$ cat src/rtl/ball_engine.sv
// Ball position engine for the 8x8 pong field: serve / rally / miss sequencing,
// wall reflection, paddle bounces from the registered hit_vec, and miss pulses.
// Optional feature macro: BALL_SPEEDUP_EN (tick divider plus rally-hit speed-up).
module ball_engine #(
  parameter int unsigned WIDTH        = 8,
  parameter int unsigned BIT_OF_WIDTH = 3,
  parameter int unsigned X_MIN        = 1,
  parameter int unsigned X_MAX        = 6,
  parameter int unsigned SERVE_X      = 3,
  parameter int unsigned SERVE_Y      = 3,
  parameter int unsigned MISS_TICKS   = 4,
  parameter int unsigned SLOW_DIV     = 2
) (
  input  logic                    clk,
  input  logic                    rst_n,
  input  logic                    tick,
  input  logic                    start,
  input  logic [7:0]              hit_vec,
  output logic [BIT_OF_WIDTH-1:0] x_pos,
  output logic [BIT_OF_WIDTH-1:0] y_pos,
  output logic                    dir_x,
  output logic                    dir_y,
  output logic                    top_miss,
  output logic                    down_miss,
  output logic                    busy
);

  localparam int unsigned BW    = BIT_OF_WIDTH;
  localparam int unsigned CNT_W = (MISS_TICKS > 1) ? $clog2(MISS_TICKS) : 1;

  localparam logic [BW-1:0] X_LO         = BW'(X_MIN);
  localparam logic [BW-1:0] X_HI         = BW'(X_MAX);
  localparam logic [BW-1:0] SX           = BW'(SERVE_X);
  localparam logic [BW-1:0] SY           = BW'(SERVE_Y);
  localparam logic [BW-1:0] ROW_TOP_GOAL = BW'(0);
  localparam logic [BW-1:0] ROW_TOP_PAD  = BW'(1);
  localparam logic [BW-1:0] ROW_BOT_PAD  = BW'(WIDTH - 2);
  localparam logic [BW-1:0] ROW_BOT_GOAL = BW'(WIDTH - 1);
  localparam logic [CNT_W-1:0] MISS_LAST = CNT_W'(MISS_TICKS - 1);

  typedef enum logic [1:0] {
    ST_SERVE = 2'd0,
    ST_RUN   = 2'd1,
    ST_MISS  = 2'd2
  } state_t;

  state_t            state, state_nxt;
  logic [BW-1:0]     x_nxt, y_nxt;
  logic              dx_nxt, dy_nxt, top_nxt, down_nxt, busy_nxt;
  logic [CNT_W-1:0]  miss_cnt, miss_cnt_nxt;
  logic              hdir;
  logic              move_c;
  logic              top_hit_c, bot_hit_c, at_top_c, at_bot_c;
  logic              unused_hit_bits;

  // One horizontal step with wall reflection; returns {new_dir, new_x}.
  function automatic logic [BW:0] h_step(input logic [BW-1:0] x, input logic dir);
    logic [BW:0] r;
    if (dir) begin
      r = (x >= X_HI) ? {1'b0, x - BW'(1)} : {1'b1, x + BW'(1)};
    end else begin
      r = (x <= X_LO) ? {1'b1, x + BW'(1)} : {1'b0, x - BW'(1)};
    end
    return r;
  endfunction

  // Paddle contact decode: centre cell or the corner cell ahead of the ball.
  assign top_hit_c = hit_vec[1] | (dir_x & hit_vec[2]) | (~dir_x & hit_vec[0]);
  assign bot_hit_c = hit_vec[6] | (dir_x & hit_vec[7]) | (~dir_x & hit_vec[5]);
  assign at_top_c  = ~dir_y && (y_pos == ROW_TOP_PAD);
  assign at_bot_c  = dir_y && (y_pos == ROW_BOT_PAD);
  assign unused_hit_bits = ^hit_vec[4:3];

`ifdef BALL_SPEEDUP_EN
  localparam int unsigned DIV_W = (SLOW_DIV > 1) ? $clog2(SLOW_DIV) : 1;
  localparam logic [DIV_W-1:0] DIV_LAST = DIV_W'(SLOW_DIV - 1);
  localparam logic [2:0] HIT_SAT = 3'd4;

  logic [DIV_W-1:0] div_cnt, div_nxt;
  logic [2:0]       hit_cnt, hit_nxt;

  // Move enable: every SLOW_DIV-th tick until the rally reaches HIT_SAT hits.
  always_comb begin
    div_nxt = div_cnt;
    hit_nxt = hit_cnt;
    move_c  = 1'b0;
    if (state == ST_SERVE) begin
      div_nxt = '0;
      hit_nxt = '0;
    end else if (state == ST_RUN && tick) begin
      if (hit_cnt == HIT_SAT) begin
        move_c = 1'b1;
      end else if (div_cnt == DIV_LAST) begin
        move_c  = 1'b1;
        div_nxt = '0;
      end else begin
        div_nxt = div_cnt + DIV_W'(1);
      end
      if (move_c && hit_cnt != HIT_SAT &&
          ((at_top_c && top_hit_c) || (at_bot_c && bot_hit_c))) begin
        hit_nxt = hit_cnt + 3'd1;
      end
    end
  end

  // Speed-up state registers.
  always_ff @(posedge clk or negedge rst_n) begin
    if (!rst_n) begin
      div_cnt <= '0;
      hit_cnt <= '0;
    end else begin
      div_cnt <= div_nxt;
      hit_cnt <= hit_nxt;
    end
  end
`else
  localparam int unsigned unused_slow_div = SLOW_DIV;

  // Without speed-up every tick moves the ball.
  assign move_c = tick;
`endif

  // Next-state and next-output logic for the serve / rally / miss sequence.
  always_comb begin
    state_nxt    = state;
    x_nxt        = x_pos;
    y_nxt        = y_pos;
    dx_nxt       = dir_x;
    dy_nxt       = dir_y;
    top_nxt      = 1'b0;
    down_nxt     = 1'b0;
    miss_cnt_nxt = miss_cnt;
    hdir         = dir_x;
    unique case (state)
      ST_SERVE: begin
        x_nxt        = SX;
        y_nxt        = SY;
        miss_cnt_nxt = '0;
        if (start) state_nxt = ST_RUN;
      end
      ST_RUN: begin
        if (move_c) begin
          y_nxt = dir_y ? (y_pos + BW'(1)) : (y_pos - BW'(1));
          if (at_top_c) begin
            if (top_hit_c) begin
              dy_nxt = 1'b1;
              y_nxt  = ROW_TOP_PAD + BW'(1);
              if (!hit_vec[1]) hdir = ~dir_x;
            end else begin
              y_nxt     = ROW_TOP_GOAL;
              top_nxt   = 1'b1;
              state_nxt = ST_MISS;
            end
          end else if (at_bot_c) begin
            if (bot_hit_c) begin
              dy_nxt = 1'b0;
              y_nxt  = ROW_BOT_PAD - BW'(1);
              if (!hit_vec[6]) hdir = ~dir_x;
            end else begin
              y_nxt     = ROW_BOT_GOAL;
              down_nxt  = 1'b1;
              state_nxt = ST_MISS;
            end
          end
          {dx_nxt, x_nxt} = h_step(x_pos, hdir);
        end
      end
      ST_MISS: begin
        if (tick) begin
          if (miss_cnt == MISS_LAST) begin
            state_nxt    = ST_SERVE;
            x_nxt        = SX;
            y_nxt        = SY;
            dy_nxt       = (y_pos == ROW_BOT_GOAL);
            miss_cnt_nxt = '0;
          end else begin
            miss_cnt_nxt = miss_cnt + CNT_W'(1);
          end
        end
      end
      default: state_nxt = ST_SERVE;
    endcase
    busy_nxt = (state_nxt != ST_SERVE);
  end

  // State and registered outputs.
  always_ff @(posedge clk or negedge rst_n) begin
    if (!rst_n) begin
      state     <= ST_SERVE;
      x_pos     <= SX;
      y_pos     <= SY;
      dir_x     <= 1'b1;
      dir_y     <= 1'b1;
      top_miss  <= 1'b0;
      down_miss <= 1'b0;
      busy      <= 1'b0;
      miss_cnt  <= '0;
    end else begin
      state     <= state_nxt;
      x_pos     <= x_nxt;
      y_pos     <= y_nxt;
      dir_x     <= dx_nxt;
      dir_y     <= dy_nxt;
      top_miss  <= top_nxt;
      down_miss <= down_nxt;
      busy      <= busy_nxt;
      miss_cnt  <= miss_cnt_nxt;
    end
  end

endmodule

$ cat config.mk
export PLATFORM = sky130hd
export DESIGN_NAME = ball_engine
export DESIGN_NICKNAME = d
export VERILOG_FILES = /design/src/rtl/ball_engine.sv
export SDC_FILE = /design/constraint.sdc
export NUM_CORES = 1
export LEC_CHECK = 0
export CORE_MARGIN = 2
export CORE_UTILIZATION = 35
export CTS_CLUSTER_DIAMETER = 30
export DETAILED_ROUTE_END_ITERATION = 8
export PLACE_DENSITY = 0.67
export SLEW_MARGIN = 5
export SYNTH_ARGS = -nofsm -noshare
export SYNTH_HDL_FRONTEND = slang
export SYNTH_SLANG_ARGS = --single-unit
$ cat constraint.sdc
create_clock -name clk -period 3.7 [get_ports clk]
set_input_delay 0.555 -clock clk [delete_from_list [all_inputs] [get_ports clk]]
set_output_delay 0.555 -clock clk [all_outputs]
set_load 0.01 [all_outputs]
==> metrics <==
status completed; setup TNS 0 ns; Die Height approximately 60 um; GP Congestion slightly below 0.8; post-CTS setup buffers 0; Synth Instances about 120; Worst path slowest cell dfstp_2; syn_nets between 100 and 150; Inserted Diodes 0; Post-Route M1 WL 1.10 mm; synth top area cells dfrtp_1 20%, dfstp_2 14%, ha_1 11%; Detailed Routing Iterations Pass 1 4; Max FO, Critical Path 11; FILL cells between 300 and 400; Netlist cell types 41; r2r worst-path depth 6; Max-slew headroom between 50% and 60%; Post-synth top cells 12 x nand2_1, 10 x ha_1, 10 x inv_1, 9 x dfrtp_1, 9 x o21ai_0; largest net degree at the start of global routing 16; Hold Crit Class flip-flop to flip-flop; Skew-Pair Late Insertion Delay around 0.28 ns; type of the worst setup path flip-flop to output pin; Final Hold Fails 0; top-count cell post-synth nand2_1; CP peak stage delay around 0.66 ns; crit path launch dir_y$_DFFE_PN1P_; H-tree Lvls 1; worst path cell trace clkdlybuf4s50_1; Layout area overhead 21.8%; first-pass GRT wire length about 3.8 mm; max-slew violations 0; Synth top area share approximately 20%; multi-input logic area 644 um^2; number of port buffers 20; Top delay family on crit path flip-flops; CTS hold repair buffers 0; worst slew pin tran around 0.65 ns; Rows 20; number of flops mapped to enable cells by yosys 0; Worst VDD drop roughly 0.00043 V; Startpoint Class flip-flop; DR vias just over 900; Avg Cell Area, Syn 9.29 um^2; Hold Path Origin dir_x$_DFFE_PN1P_; highest clock rate between 400 and 500 MHz; core area ~3000 um^2; Reg clk slew, reported paths 0.09 ns; Worst Hold Depth 2; Storage cell area 383 um^2; initial DRC count 39; CP endpoint kind output pin; RR Startpoint y_pos[1]$_DFFE_PN1P_; share of post-route cells with drive strength above 1 between 10 and 15%; Buf/Inv on CP 1; CTS tree done; max cap viols 0; Top Metal Used met3; die width ~60 um; final count of negative-setup-slack endpoints 0; post-synth top area cell dfrtp_1; TritonCTS Sinks 15; All-Layer GR Usage 13.6%; Worst Path Arrival roughly 1.5 ns; clock skew approximately 0.0038 ns; post-route ant nets 0; IO Pins 23; Final Cycle Share 56.2%; vias in the first global route a little under 900; Initial Utilization between 30% and 40%; post-synthesis sequential area ratio between 30% and 40%; Worst path depth 1; Vias/cell around 5; clock buffer depth 2; Top FF cell, synth dfrtp_1; gr ovfl total 0; Synth Warn # 0; met2 WL 1.09 mm; final HPWL from detailed placement 1.72 mm; #FFs+latches synth 15; number of remaining DRC errors 0; Nets approximately 160; Detail Route met3 WL ~110 um; Tmin final just over 2 ns; initial antenna violation count 0; Leakage 0.000566 uW; area of the mapped netlist 1110 um^2; Routed wire per std cell approximately 13 um; Root Buffer clkbuf_4; cts bufs inserted 3; die area ~3600 um^2; final WL about 2.3 mm; final core occ 44.5%; Gates resized, CTS repair 0; power density cells approximately 730 nW/um^2; Req. time, crit path approximately 3.1 ns; fraction of registers with async set/reset 100%; unrepaired setup endpoints after global routing no
## state kept, by name, summed over array words and instances, names as in the netlist
register and flops:
x_pos 3, y_pos 3, miss_cnt 2, state 2, busy 1, dir_x 1, dir_y 1, down_miss 1
top_miss 1
## final timing paths
path | endpoint | slack, ns
setup / recovery | dir_y | 1.62
hold / removal | dir_x$_DFFE_PN1P_ | 0.53
setup reg to reg | x_pos[2]$_DFFE_PN0P_ | 1.78
hold reg to reg | dir_x$_DFFE_PN1P_ | 0.53
max in group asynchronous | top_miss$_DFF_PN0_ | 2.62
min in group asynchronous | miss_cnt[1]$_DFFE_PN0P_ | 0.67
## metal layers
layer | vias up | global-route usage [%]
met3 | 0 | 1.95
met2 | 26 | 21.7
met5 | - | 0
li1 | 463 | -
met4 | 0 | 4.44
met1 | 427 | 18.7
## area by class of cell
cell class	instances	area share, %
clock buffer	3	1.67
clock inverter	1	0.371
inverter	10	2.79
multi-input combinational	89	47.8
sequential	15	28.4
tap	44	4.09
timing repair buffer	20	14.9
## cell families after synthesis
logic type	synth area share (%)
adders and majority gates	11.3
buffers and inverters	7.13
DFF	34.6
muxes	4.19
xor gates and xnor gates	0.792
AOI/OAI and AO/OA	23.0
and+or+nand+nor	19.0
## through the flow
stage          area, um^2  hold slack, ns  worst slack, ns  std cells  power, uW
6_report             1350           0.531             1.62        182        986
5_1_grt              1350           0.584             1.57        182       1080
4_1_cts              1350           0.536             1.62        182        994
3_5_place_dp         1320           0.521             1.55        178        897
3_3_place_gp         1320           0.514             1.56        178        876
2_1_floorplan        1110           0.259             1.91        119        735
## where the power goes
group          total, uW  internal [uW]  switching (uW)
Sequential           354            246             108
Combinational        539            289             250
Clock               93.6           40.1            53.5
Total                986            575             411
## layout by cell type (no fill, tap or decap), drive strengths merged, types with 2 or more instances in the layout
cell	n
nor3b	2
dfstp	6
mux2i	2
clkdlybuf4s50	20
clkbuf	3
nor2b	2
nor2	7
ha	10
a21oi	6
o211ai	4
and2b	2
inv	10
a311oi	2
nand2	12
o22ai	4
nand3	3
dfrtp	9
mux2	2
nand3b	4
o21ai	11
Power figures use the tool's default switching activity.
